==> src/rtl/frogger_pkg.sv <==
// Shared types and constants for the Frogger datapath.
// Holds the frog FSM state encoding, grid defaults and the score helper.
package frogger_pkg;

  typedef enum logic [1:0] {
    ST_READY = 2'd0,
    ST_HOP   = 2'd1,
    ST_DEATH = 2'd2,
    ST_OVER  = 2'd3
  } frog_state_t;

  localparam int GRID_COLS_DEF = 16;
  localparam int GRID_ROWS_DEF = 12;
  localparam int SCORE_W       = 8;
  localparam int LIVES_W       = 3;

  // Score add that clamps at the all-ones value instead of wrapping.
  function automatic logic [SCORE_W-1:0] sat_add(input logic [SCORE_W-1:0] a,
                                                 input logic [SCORE_W-1:0] b);
    logic [SCORE_W:0] sum;
    sum = {1'b0, a} + {1'b0, b};
    return sum[SCORE_W] ? {SCORE_W{1'b1}} : sum[SCORE_W-1:0];
  endfunction

endpackage

==> src/rtl/frog_motion_ctrl.sv <==
// Frog position, hop cooldown, death/respawn, lives and score controller.
// One FSM with a single down-counter shared between HOP and DEATH.
module frog_motion_ctrl
  import frogger_pkg::*;
#(
  parameter int GRID_COLS    = GRID_COLS_DEF,
  parameter int GRID_ROWS    = GRID_ROWS_DEF,
  parameter int START_COL    = 7,
  parameter int HOP_CYCLES   = 8,
  parameter int DEATH_CYCLES = 32,
  parameter int LIVES        = 3,
  parameter int GOAL_BONUS   = 10
) (
  input  logic                         clk,
  input  logic                         reset,
  input  logic                         forwardPulse,
  input  logic                         backwardPulse,
  input  logic                         rightPulse,
  input  logic                         leftPulse,
  input  logic                         kill,
  output logic [$clog2(GRID_COLS)-1:0] frog_col,
  output logic [$clog2(GRID_ROWS)-1:0] frog_row,
  output logic                         hopping,
  output logic                         dying,
  output logic                         game_over,
  output logic                         goal_pulse,
  output logic [LIVES_W-1:0]           lives_left,
  output logic [SCORE_W-1:0]           score
);

  localparam int COL_W    = $clog2(GRID_COLS);
  localparam int ROW_W    = $clog2(GRID_ROWS);
  localparam int MAX_CYC  = (HOP_CYCLES > DEATH_CYCLES) ? HOP_CYCLES : DEATH_CYCLES;
  localparam int CNT_W    = (MAX_CYC > 1) ? $clog2(MAX_CYC) : 1;

  localparam logic [COL_W-1:0]   MAX_COL    = COL_W'(GRID_COLS - 1);
  localparam logic [ROW_W-1:0]   MAX_ROW    = ROW_W'(GRID_ROWS - 1);
  localparam logic [COL_W-1:0]   SPAWN_COL  = COL_W'(START_COL);
  localparam logic [CNT_W-1:0]   HOP_LOAD   = CNT_W'(HOP_CYCLES - 1);
  localparam logic [CNT_W-1:0]   DEATH_LOAD = CNT_W'(DEATH_CYCLES - 1);
  localparam logic [LIVES_W-1:0] LIVES_INIT = LIVES_W'(LIVES);
  localparam logic [SCORE_W-1:0] BONUS      = SCORE_W'(GOAL_BONUS);

  frog_state_t        r_state;
  logic [CNT_W-1:0]   r_cnt;
  logic [COL_W-1:0]   r_col;
  logic [ROW_W-1:0]   r_row;
  logic [ROW_W-1:0]   r_best_row;
  logic [LIVES_W-1:0] r_lives;
  logic [SCORE_W-1:0] r_score;
  logic               r_hopping;
  logic               r_dying;
  logic               r_game_over;
  logic               r_goal_pulse;

  logic               w_move_ok;
  logic [COL_W-1:0]   w_new_col;
  logic [ROW_W-1:0]   w_new_row;

  // Only the highest-priority strobe is considered; if it points off-grid
  // the cycle is a no-op rather than falling through to a lower strobe.
  // NOTE: every always_comb output gets a default first so no latch is inferred.
  always_comb begin
    w_move_ok = 1'b0;
    w_new_col = r_col;
    w_new_row = r_row;
    if (forwardPulse) begin
      w_new_row = r_row + ROW_W'(1);
      w_move_ok = (r_row != MAX_ROW);
    end else if (backwardPulse) begin
      w_new_row = r_row - ROW_W'(1);
      w_move_ok = (r_row != '0);
    end else if (leftPulse) begin
      w_new_col = r_col - COL_W'(1);
      w_move_ok = (r_col != '0);
    end else if (rightPulse) begin
      w_new_col = r_col + COL_W'(1);
      w_move_ok = (r_col != MAX_COL);
    end
  end

  // NOTE: all state below uses non-blocking assignments so every register
  // samples pre-edge values, independent of statement order.
  always_ff @(posedge clk or posedge reset) begin
    if (reset) begin
      r_state      <= ST_READY;
      r_cnt        <= '0;
      r_col        <= SPAWN_COL;
      r_row        <= '0;
      r_best_row   <= '0;
      r_lives      <= LIVES_INIT;
      r_score      <= '0;
      r_hopping    <= 1'b0;
      r_dying      <= 1'b0;
      r_game_over  <= 1'b0;
      r_goal_pulse <= 1'b0;
    end else begin
      r_goal_pulse <= 1'b0;
      case (r_state)
        ST_READY, ST_HOP: begin
          if (kill) begin
            // Position is left untouched so the renderer shows where the frog died.
            r_state   <= ST_DEATH;
            r_hopping <= 1'b0;
            r_dying   <= 1'b1;
            r_cnt     <= DEATH_LOAD;
            if (r_lives != '0) r_lives <= r_lives - LIVES_W'(1);
          end else if (r_state == ST_READY) begin
            if (w_move_ok) begin
              r_col     <= w_new_col;
              r_row     <= w_new_row;
              r_state   <= ST_HOP;
              r_hopping <= 1'b1;
              r_cnt     <= HOP_LOAD;
              if (w_new_row > r_best_row) begin
                r_best_row <= w_new_row;
                r_score    <= sat_add(r_score, SCORE_W'(1));
              end
            end
          end else if (r_cnt == '0) begin
            r_state   <= ST_READY;
            r_hopping <= 1'b0;
            if (r_row == MAX_ROW) begin
              r_goal_pulse <= 1'b1;
              r_score      <= sat_add(r_score, BONUS);
              r_col        <= SPAWN_COL;
              r_row        <= '0;
              r_best_row   <= '0;
            end
          end else begin
            r_cnt <= r_cnt - CNT_W'(1);
          end
        end
        ST_DEATH: begin
          if (r_cnt == '0) begin
            r_dying <= 1'b0;
            if (r_lives == '0) begin
              r_state     <= ST_OVER;
              r_game_over <= 1'b1;
            end else begin
              r_state    <= ST_READY;
              r_col      <= SPAWN_COL;
              r_row      <= '0;
              r_best_row <= '0;
            end
          end else begin
            r_cnt <= r_cnt - CNT_W'(1);
          end
        end
        ST_OVER: begin
          if (forwardPulse) begin
            r_state     <= ST_READY;
            r_game_over <= 1'b0;
            r_col       <= SPAWN_COL;
            r_row       <= '0;
            r_best_row  <= '0;
            r_lives     <= LIVES_INIT;
            r_score     <= '0;
          end
        end
        default: r_state <= ST_READY;
      endcase
    end
  end

  assign frog_col   = r_col;
  assign frog_row   = r_row;
  assign hopping    = r_hopping;
  assign dying      = r_dying;
  assign game_over  = r_game_over;
  assign goal_pulse = r_goal_pulse;
  assign lives_left = r_lives;
  assign score      = r_score;

endmodule

==> config.mk <==
export PLATFORM = sky130hd
export DESIGN_NAME = frog_motion_ctrl
export DESIGN_NICKNAME = d
export VERILOG_FILES = /design/src/rtl/frogger_pkg.sv /design/src/rtl/frog_motion_ctrl.sv
export SDC_FILE = /design/constraint.sdc
export NUM_CORES = 1
export LEC_CHECK = 0
export ABC_AREA = 1
export CAP_MARGIN = 0
export CORE_AREA = 2 2 76 78
export CTS_BUF_LIST = sky130_fd_sc_hd__clkbuf_16
export DETAILED_ROUTE_END_ITERATION = 12
export DIE_AREA = 0 0 78 80
export GPL_TIMING_DRIVEN = 0
export PLACE_DENSITY = 0.81
export SLEW_MARGIN = 20
export SYNTH_ARGS = -nofsm -noshare
export SYNTH_HDL_FRONTEND = slang
export SYNTH_SLANG_ARGS = --single-unit
==> constraint.sdc <==
create_clock -name clk -period 2.4 [get_ports clk]
set_clock_uncertainty 0.2 [all_clocks]
set_input_delay 0.24 -clock clk [delete_from_list [all_inputs] [get_ports clk]]
set_output_delay 0.24 -clock clk [all_outputs]
set_load 0.05 [all_outputs]
# Word-level counts from Yosys, hierarchy flattened
# Index checks and enable logic that the tools add are counted.
op_classes:
  add_sub_neg: 8
  magnitude_cmp: 1
  n_eq_ne: 23
  n_mux: 75
  reduce_logical: 21
op_table:
  columns: ["operator", "count"]
  rows:
  - ["$mux 4", 26]
  - ["$mux 8", 9]
  - ["$pmux 4 s3", 3]
  - ["$ne 3x3->1 const B", 7]
  - ["$mux 5", 4]
  - ["$ne 4x4->1 const B", 5]
  - ["$mux 1", 17]
  - ["$pmux 8 s2", 1]
  - ["$mux 2", 7]
  - ["$ne 2x2->1 const B", 7]
  - ["$reduce_and 7->1", 2]
  - ["$reduce_and 4->1", 3]
  - ["$pmux 5 s2", 1]
  - ["$reduce_and 10->1", 1]
  - ["$add 8x1->9 const B", 1]
  - ["$add 8x4->9 const B", 1]
  - ["$mux 3", 3]
  - ["$add 4x1->4 const B", 2]
  - ["$reduce_and 8->1", 1]
  - ["$reduce_bool 4->1", 2]
  - ["$sub 4x1->4 const B", 2]
  - ["$pmux 2 s3", 1]
  - ["$pmux 3 s2", 1]
  - ["$reduce_and 3->1", 2]
  - ["other kinds (14)", 19]
word_totals:
  register_bits: 34

# Depth between registers and ports, before layout
# Gate-level depths: netlist (run 1).
logic_depth:
  word_depth: 9
  depth_mapped: 20

# Worst setup path after synthesis (run 1)
# No wires, ideal clock.
synth_timing:
  path_type: "reg2reg"
  start: "register r_row[0], in the netlist frog_row[0]"
  end: "register r_score[0], in the netlist score[0]"
  t_arrival_ns: 2.388
  required_ns: 2.079
  path_slack_ns: -0.310
  stages_incl_launch_ff: 17
  n_path_buf: 0
  path_cell_list: "dfrtp_1 inv_1 ha_1 o21ai_0 inv_1 ha_1 nand2_1 nand2_1 nand2_1 nand2_1 nand2_1 nand2_2 inv_2 nor2_8 nand2_1 o21bai_1 nand2_1"
synth_between:
  elab_chain_len: 6
  word_cells_on_any_way: 14
  classes_between: "2 x add/sub; 1 x order compare; 5 x eq/ne; 4 x mux; 2 x reduce/logical"
synth_rtl:
  columns: ["item", "line_no", "source"]
  rows:
  - ["start, declared", "frog_motion_ctrl.sv:47", "logic [ROW_W-1:0] r_row;"]
  - ["start signal, assigned", "frog_motion_ctrl.sv:111", "r_row <= w_new_row;"]
  - ["$sub 4x1->4", "frog_motion_ctrl.sv:71", "w_new_row = r_row - ROW_W'(1);"]
  - ["$mux 4", "frog_motion_ctrl.sv:70", "end else if (backwardPulse) begin"]
  - ["$mux 4", "frog_motion_ctrl.sv:67", "if (forwardPulse) begin"]
  - ["$gt 4x4->1", "frog_motion_ctrl.sv:115", "if (w_new_row > r_best_row) begin"]
  - ["$ne 3x3->1 (no source line)", null, null]
  - ["$reduce_and 7->1 (no source line) *", null, null]
  - ["end signal, assigned", "frog_motion_ctrl.sv:117", "r_score <= sat_add(r_score, SCORE_W'(1));"]
  - ["end signal, assigned", "frog_motion_ctrl.sv:125", "r_score <= sat_add(r_score, BONUS);"]
  - ["end, declared", "frog_motion_ctrl.sv:50", "logic [SCORE_W-1:0] r_score;"]
# Mark *: on every way between the ends. The rest lies on a longest branch, timed or not.
# A chain may end at the register's enable or synchronous reset.

# Final worst setup path (run 1)
layout_timing:
  start: "register r_row[0], in the netlist frog_row[0]"
  end: "register r_best_row[1]"
layout_between:
  elab_chain_len: 8
  word_cells_on_any_way: 19
  classes_between: "2 x add/sub; 1 x order compare; 5 x eq/ne; 9 x mux; 2 x reduce/logical"
layout_rtl:
  columns: ["item", "line_no", "source"]
  rows:
  - ["parallel branches: the longest is 8 deep, another holds $sub 4x1->4", null, null]
  - ["end signal, assigned", "frog_motion_ctrl.sv:116", "r_best_row <= w_new_row;"]
  - ["end, declared", "frog_motion_ctrl.sv:48", "logic [ROW_W-1:0] r_best_row;"]
# Parallel ways; which one is timed is not known. The select of a mux whose other input is x is not followed.

==> impl_metrics.tcl, run 1 <==
set metrics [dict create \
    async_flop_share_pct 100 \
    cts_tree "yes" \
    insertion_delay_ns 0.28 \
    worstPathRequired_ns 2.37 \
    synth_edf_count 0 \
    holdCritPathClass "in -> async" \
    pwr-share-clk_pct 11.4 \
    cp_slowest_stage_delay_ns 0.44 \
    gp_congestion 0.867 \
    syn_nets 377 \
    critical_path_class "reg -> reg" \
    relSlewSlack_pct 52.0 \
    ys.flop_type "dfrtp_1" \
    r2r-end "r_best_row[1]" \
    grt_pass1_vias 2358 \
    fin_ws_ns -0.153 \
    ys_seq_area_share_pct 32.6 \
    grt-ovfl-total 0 \
    io_pins 30 \
    die_area_um2 6240 \
    drive_above_1_share_pct 19.4 \
    fp.dieW_um 78 \
    worstMarginPinSlew_ns 0.719 \
    fin_total_pwr_mw 5.37 \
    cp_data_arrival_time_ns 2.52 \
    p_seq_share_pct 21.7 \
    dp.cells 456 \
    p_int_mw 2.52 \
    preCtsSetupSlack_ns -0.414 \
    htreeDepth 2 \
    switching_power_mw 2.84 \
    dp_hpwl_um 4250 \
    violations "negative setup slack" \
    start_kind "register" \
    grt_antenna_before_repair 0 \
    power_density_nw_per_um2 1620 \
    final_common_cell "nand2_1" \
    synth.distinct_cells 35 \
    clkSinkCount 34 \
    leakagePower_nw 1.60 \
    fin_nets 423 \
    die_y_um 80 \
    p_sw_share_pct 52.9 \
    grt_first_pass_wirelength_um 10500 \
    r2r_slack_ns -0.15 \
    crit_fanout 8 \
    crit_family "simple AND/OR/NAND/NOR gates" \
    numCtsBuffers 5 \
    num_rows 27 \
    critical_path_buf_inv_count 3 \
    drtAntennaViolNets 0 \
    netlist_instances 355 \
    period_share_pct 106 \
    grtUsageTotal_pct 21.0 \
    status "complete, but fails checks" \
    synth_seq_cells 34 \
    fmax_mhz 392 \
    setup_viol 12 \
    syn2layout_area_growth_pct 25.5 \
    diodes 0 \
    worst_path_max_delay_cell "dfrtp_2" \
    vias 2500 \
    worst-r2r-cell-count 16 \
    synth_area_um2 2630 \
    drtPass1Iterations 4 \
    final_hold_viol_count 0 \
    initial_core_util_pct 48.7 \
    rsz0062_at_grt "true" \
    path_common_cell "nand2_1" \
    comb_power_share_pct 66.9 \
    clock_path_buffers 2 \
    wl_per_cell_um 13.6 \
    yosysWarnings 0 \
    coreArea_um2 5410 \
    end_kind "register" \
    slew_viol_final 0 \
    grt_max_degree 35 \
    fin_area_um2 3300 \
    num-fill-cells 465 \
    drt-initial-drc-count 119 \
    final_util_pct 61.1 \
    drc_errors 0 \
    avgViaCountPerCell 5.27 \
    path_cells "inv_4 > ha_4 > o211ai_1 > o21ai_1 > inv_1 > ha_4 > nand2_1 > nand2_1 > nand2_1 > nand2_1 > nand2_1 > nand2_2 > buf_4 > nand4_4 > nand2_2 > o21ai_1" \
    clkTransAtPathRegs_ns 0.05 \
    final.min_clock_period_ns 2.55 \
    layout_common_cells "95 x nand2_1, 45 x inv_1, 27 x clkdlybuf4s50_1, 26 x dfrtp_1, 24 x nor2_1" \
    clock-root-buffer "clkbuf_16" \
    peakVddDrop_uv 659 \
    routed_wl_um 6430 \
    final_cells 474 \
    placed_cell_area_um2 3020 \
    io_buffers 29 \
    cap_violations 0 \
    syn_avg_cell_area_um2 7.42 \
    r2r-start "frog_row[0]" \
]
[synth_stat cells, drive strengths merged, types with 2 or more instances]
cell | n | share of area (%)
nor3 | 6 | 1.3
dfrtp | 29 | 28
nand2 | 104 | 16
o211ai | 4 | 1.1
buf | 2 | 0.62
nand4 | 5 | 2.9
o21ai | 36 | 6.8
a22oi | 3 | 0.86
ha | 14 | 6.7
xor2 | 10 | 3.3
dfstp | 5 | 5.0
nor2 | 36 | 8.2
nand3 | 22 | 6.3
a21oi | 12 | 2.3
inv | 60 | 8.7
[layer usage]
metal  up-vias  wire [µm]  GRT usage, %
met3        20        228          3.39
met4         0        168          7.02
met5         -          0             0
met2        65       3280          37.8
li1       1230          -             -
met1      1185       2750          25.4
[how the worst max path moves through the flow]
stage                     to  cells past startpoint    startpoint
6_report       r_best_row[1]                     16   frog_row[0]
5_1_grt             score[2]                     17   frog_row[0]
3_5_place_dp        score[2]                     16  forwardPulse
4_1_cts             score[2]                     17   frog_row[0]
3_3_place_gp        score[1]                     16  forwardPulse
2_1_floorplan       score[0]                     17   frog_row[0]
[state kept, by name, indices dropped and copies added (netlist names)]
| name | flops |
|---|---|
| frog_col | 4 |
| r_best_row | 4 |
| r_cnt | 5 |
| dying | 1 |
| hopping | 1 |
| r_state | 2 |
| lives_left | 3 |
| frog_row | 4 |
| score | 8 |
| game_over | 1 |
| goal_pulse | 1 |
[power by group through the flow]
stage | sequential [mW] | combinational (mW) | clock [mW]
after global placement | 1.16 | 3.24 | 0
after CTS | 1.15 | 3.44 | 0.617
after detailed placement | 1.17 | 3.35 | 0
after floorplan | 1.65 | 2.07 | 0
final | 1.17 | 3.59 | 0.609
after global routing | 1.21 | 3.97 | 0.648
[timing repair]
item / in CTS / in global routing
endpoints found under the setup margin: 12 / 12
pin swaps: 17 / 9
cloned: 0 / 0
gates resized for setup: 5 / 13
hold buffers: 0 / 0
buffers inserted: 5 / 5
[logic make-up after synthesis]
| family | synth area share, % |
|---|---|
| AND/OR/NAND/NOR | 35.2 |
| adder cells (fa/ha/maj) | 7.41 |
| XOR/XNOR | 3.66 |
| buffers and inverters | 9.27 |
| AO/OA/AOI/OAI | 11.9 |
| flip-flops | 32.6 |
[through the flow]
step	hold WS (ns)	TNS [ns]
floorplan	0.178	-0.464
global placement	0.276	-3.89
detailed placement	0.283	-4.38
CTS	0.234	-0.713
global route	0.300	-3.83
finish	0.202	-1.60
[cell type report]
type,count,area (µm²),area share (%)
buffer,2,16.3,0.492
clock buffer,5,125,3.79
clock inverter,3,12.5,0.379
inverter,60,235,7.12
multi-input combinational,259,1600,48.3
sequential,34,861,26.1
tap,72,90.1,2.73
timing repair buffer,39,367,11.1
Power figures use the tool's default switching activity.
==> run 2, diff against run 1 <==
--- a/config.mk
+++ b/config.mk
@@ -7,12 +7,12 @@
 export LEC_CHECK = 0
 export ABC_AREA = 1
 export CAP_MARGIN = 0
-export CORE_AREA = 2 2 76 78
+export CORE_AREA = 4 4 78 80
 export CTS_BUF_LIST = sky130_fd_sc_hd__clkbuf_16
 export DETAILED_ROUTE_END_ITERATION = 12
-export DIE_AREA = 0 0 78 80
+export DIE_AREA = 0 0 82 84
 export GPL_TIMING_DRIVEN = 0
-export PLACE_DENSITY = 0.81
+export PLACE_DENSITY = 0.78
 export SLEW_MARGIN = 20
 export SYNTH_ARGS = -nofsm -noshare
 export SYNTH_HDL_FRONTEND = slang
==> constraint.sdc (replaced) <==
create_clock -name clk -period 2.89 [get_ports clk]
set_clock_uncertainty 0.2 [all_clocks]
set_input_delay 0.289 -clock clk [delete_from_list [all_inputs] [get_ports clk]]
set_output_delay 0.289 -clock clk [all_outputs]
set_load 0.05 [all_outputs]
==> impl_metrics.tcl, run 2 (synthesized netlist as in run 1, its figures left out) <==
set metrics [dict create \
    routed_wl_um 5570 \
    dp_hpwl_um 4150 \
    num_rows 27 \
    io_pins 30 \
    end_kind "register" \
    die_area_um2 6890 \
    clock-root-buffer "clkbuf_16" \
    clkTransAtPathRegs_ns 0.05 \
    drtAntennaViolNets 0 \
    wl_per_cell_um 12.0 \
    holdCritPathClass "in -> async" \
    cts_hold_buf 0 \
    die_y_um 84 \
    comb_power_share_pct 65.6 \
    num-fill-cells 497 \
    cts_tree "yes" \
    gp_congestion 0.906 \
    status "completed" \
    grt-ovfl-total 0 \
    numCtsBuffers 5 \
    worstPathRequired_ns 2.91 \
    start_kind "register" \
    final_util_pct 58.3 \
    p_sw_share_pct 52.9 \
    peakVddDrop_uv 549 \
    pwr-share-clk_pct 11.8 \
    preCtsSetupSlack_ns 0.0708 \
    slew_viol_final 0 \
    rsz0062_at_grt "false" \
    grt_antenna_before_repair 0 \
    cap_violations 0 \
    fin_nets 413 \
    met2WireLength_um 2650 \
    clock_path_buffers 2 \
    p_int_mw 1.99 \
    layout_common_cells "97 x nand2_1, 48 x inv_1, 29 x clkdlybuf4s50_1, 28 x dfrtp_1, 26 x nor2_1" \
    grt_first_pass_wirelength_um 9410 \
    io_buffers 29 \
    switching_power_mw 2.24 \
    final_cells 464 \
    largest_register_ffs 8 \
    leakagePower_nw 1.54 \
    drtPass1Iterations 5 \
    clkSinkCount 34 \
    syn2layout_area_growth_pct 19.7 \
    grtUsageTotal_pct 17.1 \
    avgViaCountPerCell 5.06 \
    fmax_mhz 391 \
    critical_path_class "reg -> reg" \
    final_common_cell "nand2_1" \
    final.min_clock_period_ns 2.56 \
    htreeDepth 2 \
    fp.dieW_um 82 \
    fin_ws_ns 0.333 \
    met3_length_um 301 \
    drt-initial-drc-count 80 \
    p_seq_share_pct 22.6 \
    diodes 0 \
    final_hold_viol_count 0 \
    period_share_pct 88.5 \
    worst-r2r-cell-count 18 \
    vias 2348 \
    crit_fanout 7 \
    coreArea_um2 5410 \
    grt_max_degree 35 \
    power_density_nw_per_um2 1340 \
    drive_above_1_share_pct 13.8 \
    initial_core_util_pct 48.7 \
    dp.cells 456 \
    insertion_delay_ns 0.28 \
    top_layer "met4" \
    worstMarginPinSlew_ns 0.704 \
    wl_met1_um 2570 \
    timing.setup.tns_ns 0 \
    drc_errors 0 \
    grt_pass1_vias 2118 \
    relSlewSlack_pct 53.0 \
    setup_viol 0 \
    cp_data_arrival_time_ns 2.57 \
]
==> run 2: cell types whose count changed in the layout (fill, tap and decap cells not counted), sizes merged <==
cell,previous run,this run
buf,12,2
clkdlybuf4s50,27,29
dlygate4sd2,1,0
dlymetal6s2s,1,0
==> run 2: per-stage QoR <==
step	hold WS [ns]	instance area, µm²	power [mW]
after floorplan	0.227	2630	3.09
after global placement	0.278	3010	3.65
after detailed placement	0.283	3010	3.73
after CTS	0.286	3150	4.26
after global routing	0.302	3150	4.61
final	0.248	3150	4.23
==> run 2: worst paths after layout <==
path / from / end / slack, ns
max: frog_row[1] / score[4] / 0.33
min: reset / score[3] / 0.25
max reg2reg: frog_row[1] / score[4] / 0.33
min reg2reg: r_best_row[1] / r_best_row[1] / 0.29
max in group asynchronous: reset / frog_row[0] / 1.74
min in group clk: r_best_row[1] / r_best_row[1] / 0.29
==> run 2: critical path, cell delays in order (launching register included) <==
cell and delay (ns):
dfrtp_1 0.42, inv_1 0.10, ha_1 0.30, o211ai_1 0.10
o21ai_1 0.14, inv_1 0.07, ha_1 0.29, nand2_1 0.05
nand2_1 0.05, nand2_1 0.04, nand2_1 0.05, nand2_1 0.06
nand2_2 0.09, inv_2 0.07, nor2_8 0.11, inv_2 0.07
nor2_8 0.15, nand2_1 0.08, nand2_1 0.06
==> run 2: metal layers <==
metal | global-route usage, % | up-vias
met1 | 22.4 | 1075
met5 | 0 | -
met4 | 4.98 | 0
li1 | - | 1210
met2 | 27.8 | 56
met3 | 3.89 | 7
==> run 2: layout make-up <==
cell class                 count  area, µm²  area share (%)
inverter                      60        228            7.23
multi-input combinational    259       1530            48.6
sequential                    34        858            27.2
buffer                         2       16.3           0.516
tap                           72       90.1            2.86
timing repair buffer          29        290            9.21
clock buffer                   5        125            3.97
clock inverter                 3       12.5           0.397
==> run 2: timing repair <==
item / in CTS / in global routing
setup endpoints to repair: 0 / 8
hold endpoints to repair: 0 / 0
gates resized for setup: 0 / 2
setup buffers: 0 / 0
==> run 2: power by group through the flow <==
stage	clock [mW]	sequential [mW]	combinational, mW
3_5_place_dp	0	0.965	2.77
4_1_cts	0.513	0.957	2.79
2_1_floorplan	0	1.37	1.72
5_1_grt	0.535	0.993	3.08
6_report	0.500	0.958	2.78
3_3_place_gp	0	0.958	2.69
==> run 3, diff against run 2 <==
--- a/config.mk
+++ b/config.mk
@@ -7,12 +7,12 @@
 export LEC_CHECK = 0
 export ABC_AREA = 1
 export CAP_MARGIN = 0
-export CORE_AREA = 4 4 78 80
+export CORE_AREA = 5 5 109 111
 export CTS_BUF_LIST = sky130_fd_sc_hd__clkbuf_16
 export DETAILED_ROUTE_END_ITERATION = 12
-export DIE_AREA = 0 0 82 84
+export DIE_AREA = 0 0 114 116
 export GPL_TIMING_DRIVEN = 0
-export PLACE_DENSITY = 0.78
+export PLACE_DENSITY = 0.48
 export SLEW_MARGIN = 20
 export SYNTH_ARGS = -nofsm -noshare
 export SYNTH_HDL_FRONTEND = slang
==> impl_metrics.tcl, run 3 (synthesized netlist as in run 1, its figures left out) <==
set metrics [dict create \
    die_area_um2 13200 \
    cp_slowest_stage_delay_ns 0.58 \
    insertion_delay_ns 0.28 \
    clkSinkCount 34 \
    fin_nets 415 \
    num_rows 38 \
    cap_violations 0 \
    slew_viol_final 0 \
    met2WireLength_um 2900 \
    avgViaCountPerCell 4.39 \
    p_seq_share_pct 22.7 \
    top_layer "met4" \
    clock_path_buffers 2 \
    period_share_pct 89.8 \
    drive_above_1_share_pct 14.0 \
    power_density_nw_per_um2 1300 \
    final_common_cell "nand2_1" \
    dp_hpwl_um 4860 \
    grt_max_degree 21 \
    met3_length_um 208 \
    switching_power_mw 2.26 \
    wl_met1_um 3190 \
    fp.dieW_um 114 \
    htreeDepth 2 \
    drt-initial-drc-count 91 \
    worst-r2r-cell-count 17 \
    coreArea_um2 10700 \
    grt_pass1_vias 2289 \
    drtAntennaViolNets 0 \
    path_common_cell "nand2_1" \
    grt-ovfl-total 0 \
    preCtsSetupSlack_ns -0.0365 \
    crit_family "buffers and inverters" \
    p_int_mw 2.00 \
    cts_hold_buf 0 \
    layout_common_cells "97 x nand2_1, 50 x inv_1, 29 x clkdlybuf4s50_1, 28 x dfrtp_1, 26 x nor2_1" \
    numCtsBuffers 5 \
    holdCritPathClass "in -> async" \
    dp.cells 525 \
    io_pins 30 \
    leakagePower_nw 1.56 \
    syn2layout_area_growth_pct 24.2 \
    worstMarginPinSlew_ns 0.512 \
    drc_errors 0 \
    grt_antenna_before_repair 0 \
    fin_ws_ns 0.294 \
    start_kind "input port" \
    wl_per_cell_um 11.9 \
    p_sw_share_pct 53.1 \
    end_kind "register" \
    crit_fanout 7 \
    path_cells "clkdlybuf4s50_1 > inv_2 > o21ai_0 > xor2_1 > ha_1 > nand2_1 > inv_1 > nand3_1 > nand2_1 > nand2_2 > inv_2 > nor2_8 > nand2_1 > o21bai_1 > nand2_1" \
    whs_ns 0.108 \
    critical_path_buf_inv_count 4 \
    peakVddDrop_uv 477 \
    clkTransAtPathRegs_ns 0.05 \
    diodes 0 \
    setup_viol 0 \
    final.min_clock_period_ns 2.60 \
    r2r_slack_ns 0.30 \
    drtPass1Iterations 4 \
    critical_path_class "in -> reg" \
    rsz0062_at_grt "false" \
    worstPathRequired_ns 2.85 \
    vias 2345 \
    comb_power_share_pct 65.6 \
    final_util_pct 30.6 \
    io_buffers 29 \
    initial_core_util_pct 24.6 \
    routed_wl_um 6350 \
    die_y_um 116 \
    pwr-share-clk_pct 11.7 \
    gp_congestion 0.832 \
    grt_first_pass_wirelength_um 10800 \
    r2r-end "score[0]" \
    final_cells 534 \
    cp_data_arrival_time_ns 2.55 \
    largest_register_ffs 8 \
    grtUsageTotal_pct 10.1 \
    num-fill-cells 1173 \
    fin_total_pwr_mw 4.26 \
    clock-root-buffer "clkbuf_16" \
    r2r-start "frog_row[1]" \
    status "completed" \
    final_hold_viol_count 0 \
    fmax_mhz 385 \
    worst_path_max_delay_cell "clkdlybuf4s50_1" \
    relSlewSlack_pct 65.8 \
    cp.depth 15 \
    cts_tree "yes" \
]
[run 3: changes by cell type in the layout (fill, tap and decap cells not counted), sizes merged]
cell and delta:
buf +2, clkinv -2, inv +2
[run 3: power by group through the flow]
stage / Combinational (mW) / Sequential [mW] / Clock [mW]
6_report: 2.80 / 0.966 / 0.500
5_1_grt: 3.13 / 1.00 / 0.547
4_1_cts: 2.82 / 0.967 / 0.521
3_5_place_dp: 2.80 / 0.972 / 0
3_3_place_gp: 2.77 / 0.972 / 0
2_1_floorplan: 1.72 / 1.37 / 0
[run 3: final cells by class]
cell class | instances | area (µm²) | area share, %
well taps | 140 | 175 | 5.36
flip-flops and latches | 34 | 858 | 26.2
plain buffers | 2 | 16.3 | 0.497
clock inverters | 3 | 11.3 | 0.344
clock buffers | 5 | 125 | 3.83
multi-input cells | 259 | 1530 | 46.8
inverters | 60 | 228 | 6.96
repair buffers | 31 | 325 | 9.95
[run 3: per-layer routing]
layer / GRT usage (%) / vias up
li1: - / 1214
met1: 13.2 / 1096
met2: 16.7 / 31
met3: 2.40 / 4
met4: 2.61 / 0
met5: 0 / -
[run 3: timing repair]
item	4_1_cts	5_1_grt
endpoints found under the setup margin	0	8
gates resized for setup	0	1
setup buffers	0	1
[run 3: worst max-delay path by stage]
| stage | from | end | slack [ns] |
|---|---|---|---|
| after floorplan | frog_row[0] | score[0] | 0.18 |
| after global placement | forwardPulse | score[2] | -0.03 |
| after detailed placement | forwardPulse | score[6] | -0.04 |
| after CTS | frog_row[0] | score[2] | 0.19 |
| after global routing | frog_row[1] | score[1] | 0.005 |
| final | forwardPulse | score[0] | 0.29 |
[run 3: stage by stage]
| step | TNS, ns | instance area (µm²) |
|---|---|---|
| after floorplan | 0 | 2630 |
| after global placement | -0.195 | 3100 |
| after detailed placement | -0.252 | 3130 |
| after CTS | 0 | 3260 |
| after global routing | 0 | 3270 |
| final | 0 | 3270 |
[run 3: worst reg2reg max path: stages, from the launching register on]
cell and delay [ns]:
dfrtp_1 0.43, inv_1 0.11, ha_1 0.19, nor2_1 0.09, nor2_1 0.05, o21ai_0 0.09
xor2_1 0.25, ha_1 0.28, nand2_1 0.06, inv_1 0.05, nand3_1 0.06, nand2_1 0.06
nand2_2 0.09, inv_2 0.07, nor2_8 0.11, nand2_1 0.08, o21bai_1 0.15, nand2_1 0.07
